## config.mk

```make
export PLATFORM = sky130hd
export DESIGN_NAME = branch_predictor
export DESIGN_NICKNAME = d
export VERILOG_FILES = /design/src/rtl/branch_pkg.sv /design/src/rtl/bp_sat_counter2.sv /design/src/rtl/branch_predictor.sv
export SDC_FILE = /design/constraint.sdc
export NUM_CORES = 1
export LEC_CHECK = 0
export BUFFER_PORTS_ARGS = -buffer_cell sky130_fd_sc_hd__buf_2
export CAP_MARGIN = 20
export CORE_MARGIN = 2
export CORE_UTILIZATION = 50
export CTS_CLUSTER_SIZE = 24
export DETAILED_ROUTE_END_ITERATION = 6
export GPL_ROUTABILITY_DRIVEN = 0
export HOLD_SLACK_MARGIN = 0.05
export PLACE_DENSITY = 0.77
export SYNTH_ARGS = -nofsm -noshare
export SYNTH_HDL_FRONTEND = slang
export SYNTH_SLANG_ARGS = --single-unit
```

## constraint.sdc

```tcl
create_clock -name clk -period 9.1 [get_ports clk]
set_clock_uncertainty 0.2 [all_clocks]
set_input_delay 0 -clock clk [delete_from_list [all_inputs] [get_ports clk]]
set_output_delay 0 -clock clk [all_outputs]
set_load 0.05 [all_outputs]
```

## src/rtl/branch_pkg.sv

```systemverilog
// Shared encodings for the branch predictor: 2-bit saturating counter states
// and the values a freshly allocated BTB entry starts with.
package branch_pkg;

  typedef logic [1:0] ctr_t;

  localparam ctr_t CTR_SNT = 2'b00;
  localparam ctr_t CTR_WNT = 2'b01;
  localparam ctr_t CTR_WT  = 2'b10;
  localparam ctr_t CTR_ST  = 2'b11;

  localparam ctr_t CTR_RESET        = CTR_WNT;
  localparam ctr_t CTR_ALLOC_BRANCH = CTR_WT;
  localparam ctr_t CTR_ALLOC_JUMP   = CTR_ST;

endpackage

```

## src/rtl/bp_sat_counter2.sv

```systemverilog
// Next-state logic for one 2-bit saturating direction counter, covering
// allocation, taken/not-taken training and forced strong-taken for jumps.
module bp_sat_counter2
  import branch_pkg::*;
(
  input  ctr_t ctr,
  input  logic taken,
  input  logic is_jump,
  input  logic alloc,
  output ctr_t ctr_next
);

  always_comb begin
    ctr_next = ctr;
    if (alloc) begin
      ctr_next = is_jump ? CTR_ALLOC_JUMP : CTR_ALLOC_BRANCH;
    end else if (taken) begin
      if (is_jump) begin
        ctr_next = CTR_ST;
      end else if (ctr != CTR_ST) begin
        ctr_next = ctr + 2'd1;
      end
    end else if (ctr != CTR_SNT) begin
      ctr_next = ctr - 2'd1;
    end
  end

endmodule

```

## src/rtl/branch_predictor.sv

```systemverilog
// Direct-mapped BTB with 2-bit direction counters: combinational lookup for
// fetch, training from execute resolution, saturating hit/mispredict counters.
module branch_predictor
  import branch_pkg::*;
#(
  parameter int unsigned ENTRIES  = 16,
  parameter int unsigned TAG_BITS = 8,
  parameter int unsigned CNT_W    = 32
) (
  input  logic             clk,
  input  logic             rst_n,
  input  logic [31:0]      lookup_pc,
  output logic             predict_taken,
  output logic [31:0]      predict_target,
  input  logic             update_en,
  input  logic [31:0]      update_pc,
  input  logic             update_taken,
  input  logic             update_is_jump,
  input  logic [31:0]      update_target,
  input  logic             update_mispredict,
  output logic [CNT_W-1:0] hit_count,
  output logic [CNT_W-1:0] mispredict_count
);

  localparam int unsigned IDX_W = $clog2(ENTRIES);
  localparam int unsigned TAG_LO = IDX_W + 2;
  localparam int unsigned TAG_HI = IDX_W + TAG_BITS + 1;

  logic [ENTRIES-1:0]  r_valid;
  logic [TAG_BITS-1:0] r_tag    [ENTRIES];
  logic [31:0]         r_target [ENTRIES];
  ctr_t                r_ctr    [ENTRIES];
  logic [CNT_W-1:0]    r_hit_count;
  logic [CNT_W-1:0]    r_mispredict_count;

  logic [IDX_W-1:0]    w_lk_idx;
  logic [TAG_BITS-1:0] w_lk_tag;
  logic                w_lk_hit;
  logic [IDX_W-1:0]    w_up_idx;
  logic [TAG_BITS-1:0] w_up_tag;
  logic                w_up_hit;
  logic                w_write;
  ctr_t                w_ctr_next;
  logic                w_unused_pc;

  assign w_lk_idx = lookup_pc[IDX_W+1:2];
  assign w_lk_tag = lookup_pc[TAG_HI:TAG_LO];
  assign w_lk_hit = r_valid[w_lk_idx] && (r_tag[w_lk_idx] == w_lk_tag);

  assign w_up_idx = update_pc[IDX_W+1:2];
  assign w_up_tag = update_pc[TAG_HI:TAG_LO];
  assign w_up_hit = r_valid[w_up_idx] && (r_tag[w_up_idx] == w_up_tag);
  // A not-taken miss has nothing worth remembering, so it leaves the table alone.
  assign w_write  = update_en && (w_up_hit || update_taken);

  assign w_unused_pc = ^{update_pc[31:TAG_HI+1], update_pc[1:0]};

  always_comb begin
    predict_taken  = w_lk_hit && r_ctr[w_lk_idx][1];
    predict_target = predict_taken ? r_target[w_lk_idx] : lookup_pc + 32'd4;
  end

  bp_sat_counter2 u_ctr (
    .ctr      (r_ctr[w_up_idx]),
    .taken    (update_taken),
    .is_jump  (update_is_jump),
    .alloc    (!w_up_hit),
    .ctr_next (w_ctr_next)
  );

  always_ff @(posedge clk or negedge rst_n) begin
    if (!rst_n) begin
      r_valid <= '0;
      for (int i = 0; i < int'(ENTRIES); i++) begin
        r_tag[i]    <= '0;
        r_target[i] <= '0;
        r_ctr[i]    <= CTR_RESET;
      end
    end else if (w_write) begin
      r_ctr[w_up_idx] <= w_ctr_next;
      if (update_taken) begin
        r_valid[w_up_idx]  <= 1'b1;
        r_tag[w_up_idx]    <= w_up_tag;
        r_target[w_up_idx] <= update_target;
      end
    end
  end

  always_ff @(posedge clk or negedge rst_n) begin
    if (!rst_n) begin
      r_hit_count        <= '0;
      r_mispredict_count <= '0;
    end else begin
      if (w_lk_hit && (r_hit_count != '1)) begin
        r_hit_count <= r_hit_count + CNT_W'(1);
      end
      if (update_en && update_mispredict && (r_mispredict_count != '1)) begin
        r_mispredict_count <= r_mispredict_count + CNT_W'(1);
      end
    end
  end

  assign hit_count        = r_hit_count;
  assign mispredict_count = r_mispredict_count;

endmodule

```

# Yosys cells after proc, flatten, opt, wreduce, memory -nomap -nowiden
# Index checks and enable logic that the tools add are counted.
# W data, S select, Z words.
# totals
regBits	752
in_bits	102
output_inout_bits	97
# classes
n_addsub	5
order_cmp	6
n_eq_ne	5
mux	37
bitwise	3
reduce_logical	12
# op_table
operator	n
$bwmux W512	1
$bmux W32 S4	1
$bwmux W128	1
$demux W32 S4	1
$mux W32	4
$add A32 B1 Y32 const B	2
$bmux W8 S4	2
$ne A32 B32 Y1 const B	2
$mux W8	5
$add A32 B3 Y32 const B	1
$bwmux W32	1
$demux W8 S4	1
$mux W2	10
$bmux W2 S4	2
$eq A8 B8 Y1	2
$or A16 B16 Y16	1
$ge A5 B5 Y1 const B	2
$lt A4 B5 Y1 const B	2
$not A4 Y5	2
$logic_and A1 B1 Y1	9
$bmux W1 S4	2
$demux W2 S4	1
$lt A5 B1 Y1 const B	1
$demux W1 S4	1
other kinds (8)	11

# Logic depth before layout (Yosys ltp)
# depth
depth_word	10
mapped_depth	13
ltp_nobuf	8

# Cells and area by module
# A second synthesis with hierarchy kept.
# unflattened
hier_cells	2446
hier_area_um2	36294.8
# modules_own_cells
mod	n_inst	cells_per_inst	area_per_inst_um2	seq_area_each_um2
branch_predictor	1	2437	36246.0	18838.1
bp_sat_counter2	1	9	48.8	0.0

# Least setup slack after synthesis
# Ideal clock, no wire load.
# synth_path
kind	register to output
from	register r_tag[0] in the netlist's numbering
to	output port predict_target[2]
t_arrival_ns	3.463
required_time_ns	8.900
path_slack_ns	5.437
stages_incl_launch_ff	10
n_path_buf	2
path_cell_list	dfrtp_1 > mux4_2 > mux4_2 > xnor2_1 > nand4_1 > or3_4 > nor2b_1 > buf_2 > buf_2 > mux2i_1
# synth_between
elab_chain_len	7
# synth_lines
element	line	text
start, declared	branch_predictor.sv:30	logic [TAG_BITS-1:0] r_tag [ENTRIES];
start signal, assigned by index	branch_predictor.sv:83	r_tag[w_up_idx] <= w_up_tag;
$bmux W8 S4	branch_predictor.sv:48	assign w_lk_hit = r_valid[w_lk_idx] && (r_tag[w_lk_idx] == w_lk_tag);
$mux W8 (implied by the code) (2 in a row)	branch_predictor.sv:48	
$eq A8 B8 Y1	branch_predictor.sv:48	
$logic_and A1 B1 Y1	branch_predictor.sv:48	
$logic_and A1 B1 Y1	branch_predictor.sv:59	predict_taken = w_lk_hit && r_ctr[w_lk_idx][1];
net predict_taken	branch_predictor.sv:13	output logic predict_taken,
$mux W32	branch_predictor.sv:60	predict_target = predict_taken ? r_target[w_lk_idx] : lookup_pc + 32'd4;
end, declared	branch_predictor.sv:14	output logic [31:0] predict_target,
# The timed path passes the listed nets, and every way through them passes these cells. The select of a mux whose other input is x is not followed.

# Worst setup path in the final report
# layout_path
from	input port lookup_pc[2]
to	output port predict_target[16]
# layout_between
elab_chain_len	8
word_cells_on_any_way	17
cone_classes	1 x add/sub; 1 x eq/ne; 12 x mux; 1 x bitwise; 2 x reduce/logical
# layout_lines
element	line	text
start, declared	branch_predictor.sv:12	input logic [31:0] lookup_pc,
$not A4 Y5 (implied by the code)	branch_predictor.sv:48, branch_predictor.sv:59, branch_predictor.sv:60	
$bmux W8 S4	branch_predictor.sv:48	
$mux W8 (implied by the code) (2 in a row)	branch_predictor.sv:48	
$eq A8 B8 Y1	branch_predictor.sv:48	
$logic_and A1 B1 Y1	branch_predictor.sv:48	
$logic_and A1 B1 Y1	branch_predictor.sv:59	
$mux W32 (*)	branch_predictor.sv:60	
# Every way passes the cells marked *; elsewhere a longest branch is shown, timed or not. The select of a mux whose other input is x is not followed.

==> flow_summary.toml <==
[synthesis]
syn-num-nets = 2476
ys_warn_count = 0
ys_seq_area_share_pct = 52.1
postSynthAreaPerCell_um2 = 15.3
synth_top_cell_by_area = "dfrtp_1"
ys_top_cells_by_area = "dfrtp_1 (51%), mux2_2 (22%), mux4_2 (15%)"
ys_seq_elements = 752
synth-edff-count = 0
synth_top_area_share_pct = 50.9
yosysUniqueCellTypes = 47
synthFlopType = "dfrtp_1"
synthesis.instances = 2371
synth_area_mm2 = 0.0362
ys_async_sr_fraction_pct = 100

[route]
antenna_left = 0
drc_errors = 0
dr_total_vias = 21715
drt-pass1-iter-count = 5
drtIter0Drc = 1830
wl_per_cell_um = 25.6
viasPerCell = 6.15
routed_wl_um = 90400

[setup_path]
critPathKind = "primary input to output pin"
crit_required_ps = 8900
crit_fanout = 58
startpoint_type = "primary input"
critPathArrivalTime_ps = 4700
critPathCaptureType = "output pin"

[placement]
dp.final_hpwl_um = 51100
io_buffers = 178
post-place-ws_ps = 4130

[sta]
setup_violations = 0
slew_viol_final = 0
rsz0062_at_grt = "no"
worst_slack_ps = 4200
period_minus_slack_ps = 4900
hold_violations = 0
timing.hold.ws_ps = 148
slew_headroom_pct = 28.5
fmax_mhz = 204
worstMarginPinSlew_ps = 1060
post-route-period-util_pct = 53.8
tns_ps = 0

[run]
max-cap-violations = 0

[final_layout]
fillCellCount = 5549
final_common_cell = "dfrtp_1"
syn_to_final_growth_pct = 13.5
layout_common_cells = "dfrtp_1 (736), mux2_2 (705), mux4_2 (242)"
nNetsFinal = 2624
drive_gt1_share_pct = 52.1

[global_routing]
grt_max_degree = 176
first_global_vias = 23645
grt.overflow.total = 0
grt_pass1_wl_um = 141000
grt_usage_pct = 24.7
antenna_found_initial = 9

[clocking]
cts.clk_slew.worst_paths_ps = 60
numCtsBuffers = 79
cts_tree = "built"
root_buffer = "clkbuf_16"
clock_latency_ps = 640
htree_levels = 3
clockBufferDepth = 3
cts.sinks = 752

[die]
ios = 199
core_mm2 = 0.0716
rows = 98
die-area_mm2 = 0.0745
die_h_um = 273
die_x_um = 273
initial_utilization_pct = 50.5

[power]
power_density_mw_per_mm2 = 225
ir_drop_v = 0.000143
leakagePower_nw = 18.1

[worst_hold_path]
hp-class = "primary input to flip-flop"

[status]
status = "completed"
[where the power goes]
part	internal (mW)	switching (mW)	total, mW
sequential	3.97	0.373	4.34
combinational	0.951	0.661	1.61
clock	1.92	1.36	3.28
total	6.85	2.39	9.24
[state kept, by name, indices dropped and copies added (netlist names)]
signal            cells
mispredict_count     32
r_ctr                32
r_tag               128
r_target            512
hit_count            32
r_valid              16
[cells by family after synthesis]
kind of cell,Yosys count,synth area share (%)
AOI/OAI and AO/OA,28,0.526
xor gates and xnor gates,114,2.76
adders and majority gates,3,0.104
buffers and inverters,204,2.32
DFF,752,52.1
muxes,986,38.1
and+or+nand+nor,284,4.10
[path summary, 6_finish.rpt]
| kind | slack (ps) | cells past startpoint | endpoint | startpoint |
|---|---|---|---|---|
| setup / recovery | 4200 | 11 | predict_target[16] | lookup_pc[2] |
| hold / removal | 150 | 3 | r_tag[112] | update_pc[4] |
| setup reg to reg | 5480 | 9 | r_ctr[25] | r_tag[123] |
| hold reg to reg | 290 | 1 | mispredict_count[14] | mispredict_count[14] |
| max in group asynchronous | 6630 | 5 | r_tag[89] | rst_n |
| min in group asynchronous | 420 | 4 | mispredict_count[1] | rst_n |
[cells in the mapped netlist, types with 5 or more instances]
library cell / n
nand2b_1: 7
nand3_1: 55
mux2i_1: 39
clkbuf_1: 139
or2_2: 13
mux4_2: 242
xnor2_1: 60
nor3_1: 21
nor2_1: 53
mux2_2: 705
a21oi_1: 6
nor4_1: 12
and2_1: 5
nor2b_1: 7
nand2_1: 47
inv_1: 6
and4_1: 7
buf_1: 32
dfstp_2: 16
buf_2: 18
nor4b_1: 5
xor2_1: 54
nand4_1: 23
dfrtp_1: 736
and3_1: 15
[per-layer routing]
| layer | share of wire (%) | vias up | global-route usage [%] | wire (µm) |
|---|---|---|---|---|
| met3 | 6.3 | 194 | 5.31 | 5680 |
| li1 | - | 9137 | - | - |
| met2 | 50 | 695 | 41.6 | 45200 |
| met1 | 40 | 11675 | 32.1 | 36500 |
| met4 | 3.2 | 14 | 7.94 | 2870 |
| met5 | 0.10 | - | 0 | 93 |
[layout make-up]
type | count | area [µm²] | share of cell area (%)
clock buffers | 111 | 2310 | 5.62
repair buffers | 264 | 1740 | 4.23
inverters | 7 | 26.3 | 0.0640
diodes | 3 | 7.51 | 0.0183
clock inverters | 31 | 352 | 0.856
well taps | 950 | 1190 | 2.90
flip-flops and latches | 752 | 18800 | 45.9
multi-input cells | 1415 | 16600 | 40.4
[timing repair]
item / in CTS / in global routing
setup buffers: 0 / 0
hold endpoints to repair: 818 / 0
hold buffers: 47 / 0
resized for setup: 0 / 0
[critical path: stages]
cell and delay, ps:
buf_8 550, buf_4 660, mux4_2 590, mux4_2 470
xnor2_1 210, nand4_1 200, or3_4 600, nor2b_4 150
buf_4 470, mux2_2 440, buf_2 220
[metrics by stage]
| stage | std cells | util [%] | instance area (µm²) | power (mW) |
|---|---|---|---|---|
| detailed placement | 3338 | 52.9 | 37900 | 5.98 |
| floorplan | 2371 | - | 36200 | 5.49 |
| finish | 3533 | 57.3 | 41100 | 9.24 |
| global placement | 3337 | 52.9 | 37900 | 5.84 |
| global route | 3531 | 57.3 | 41000 | 9.62 |
| CTS | 3527 | 57.3 | 41000 | 9.30 |
No activity file was read; power rests on OpenSTA's default activity.
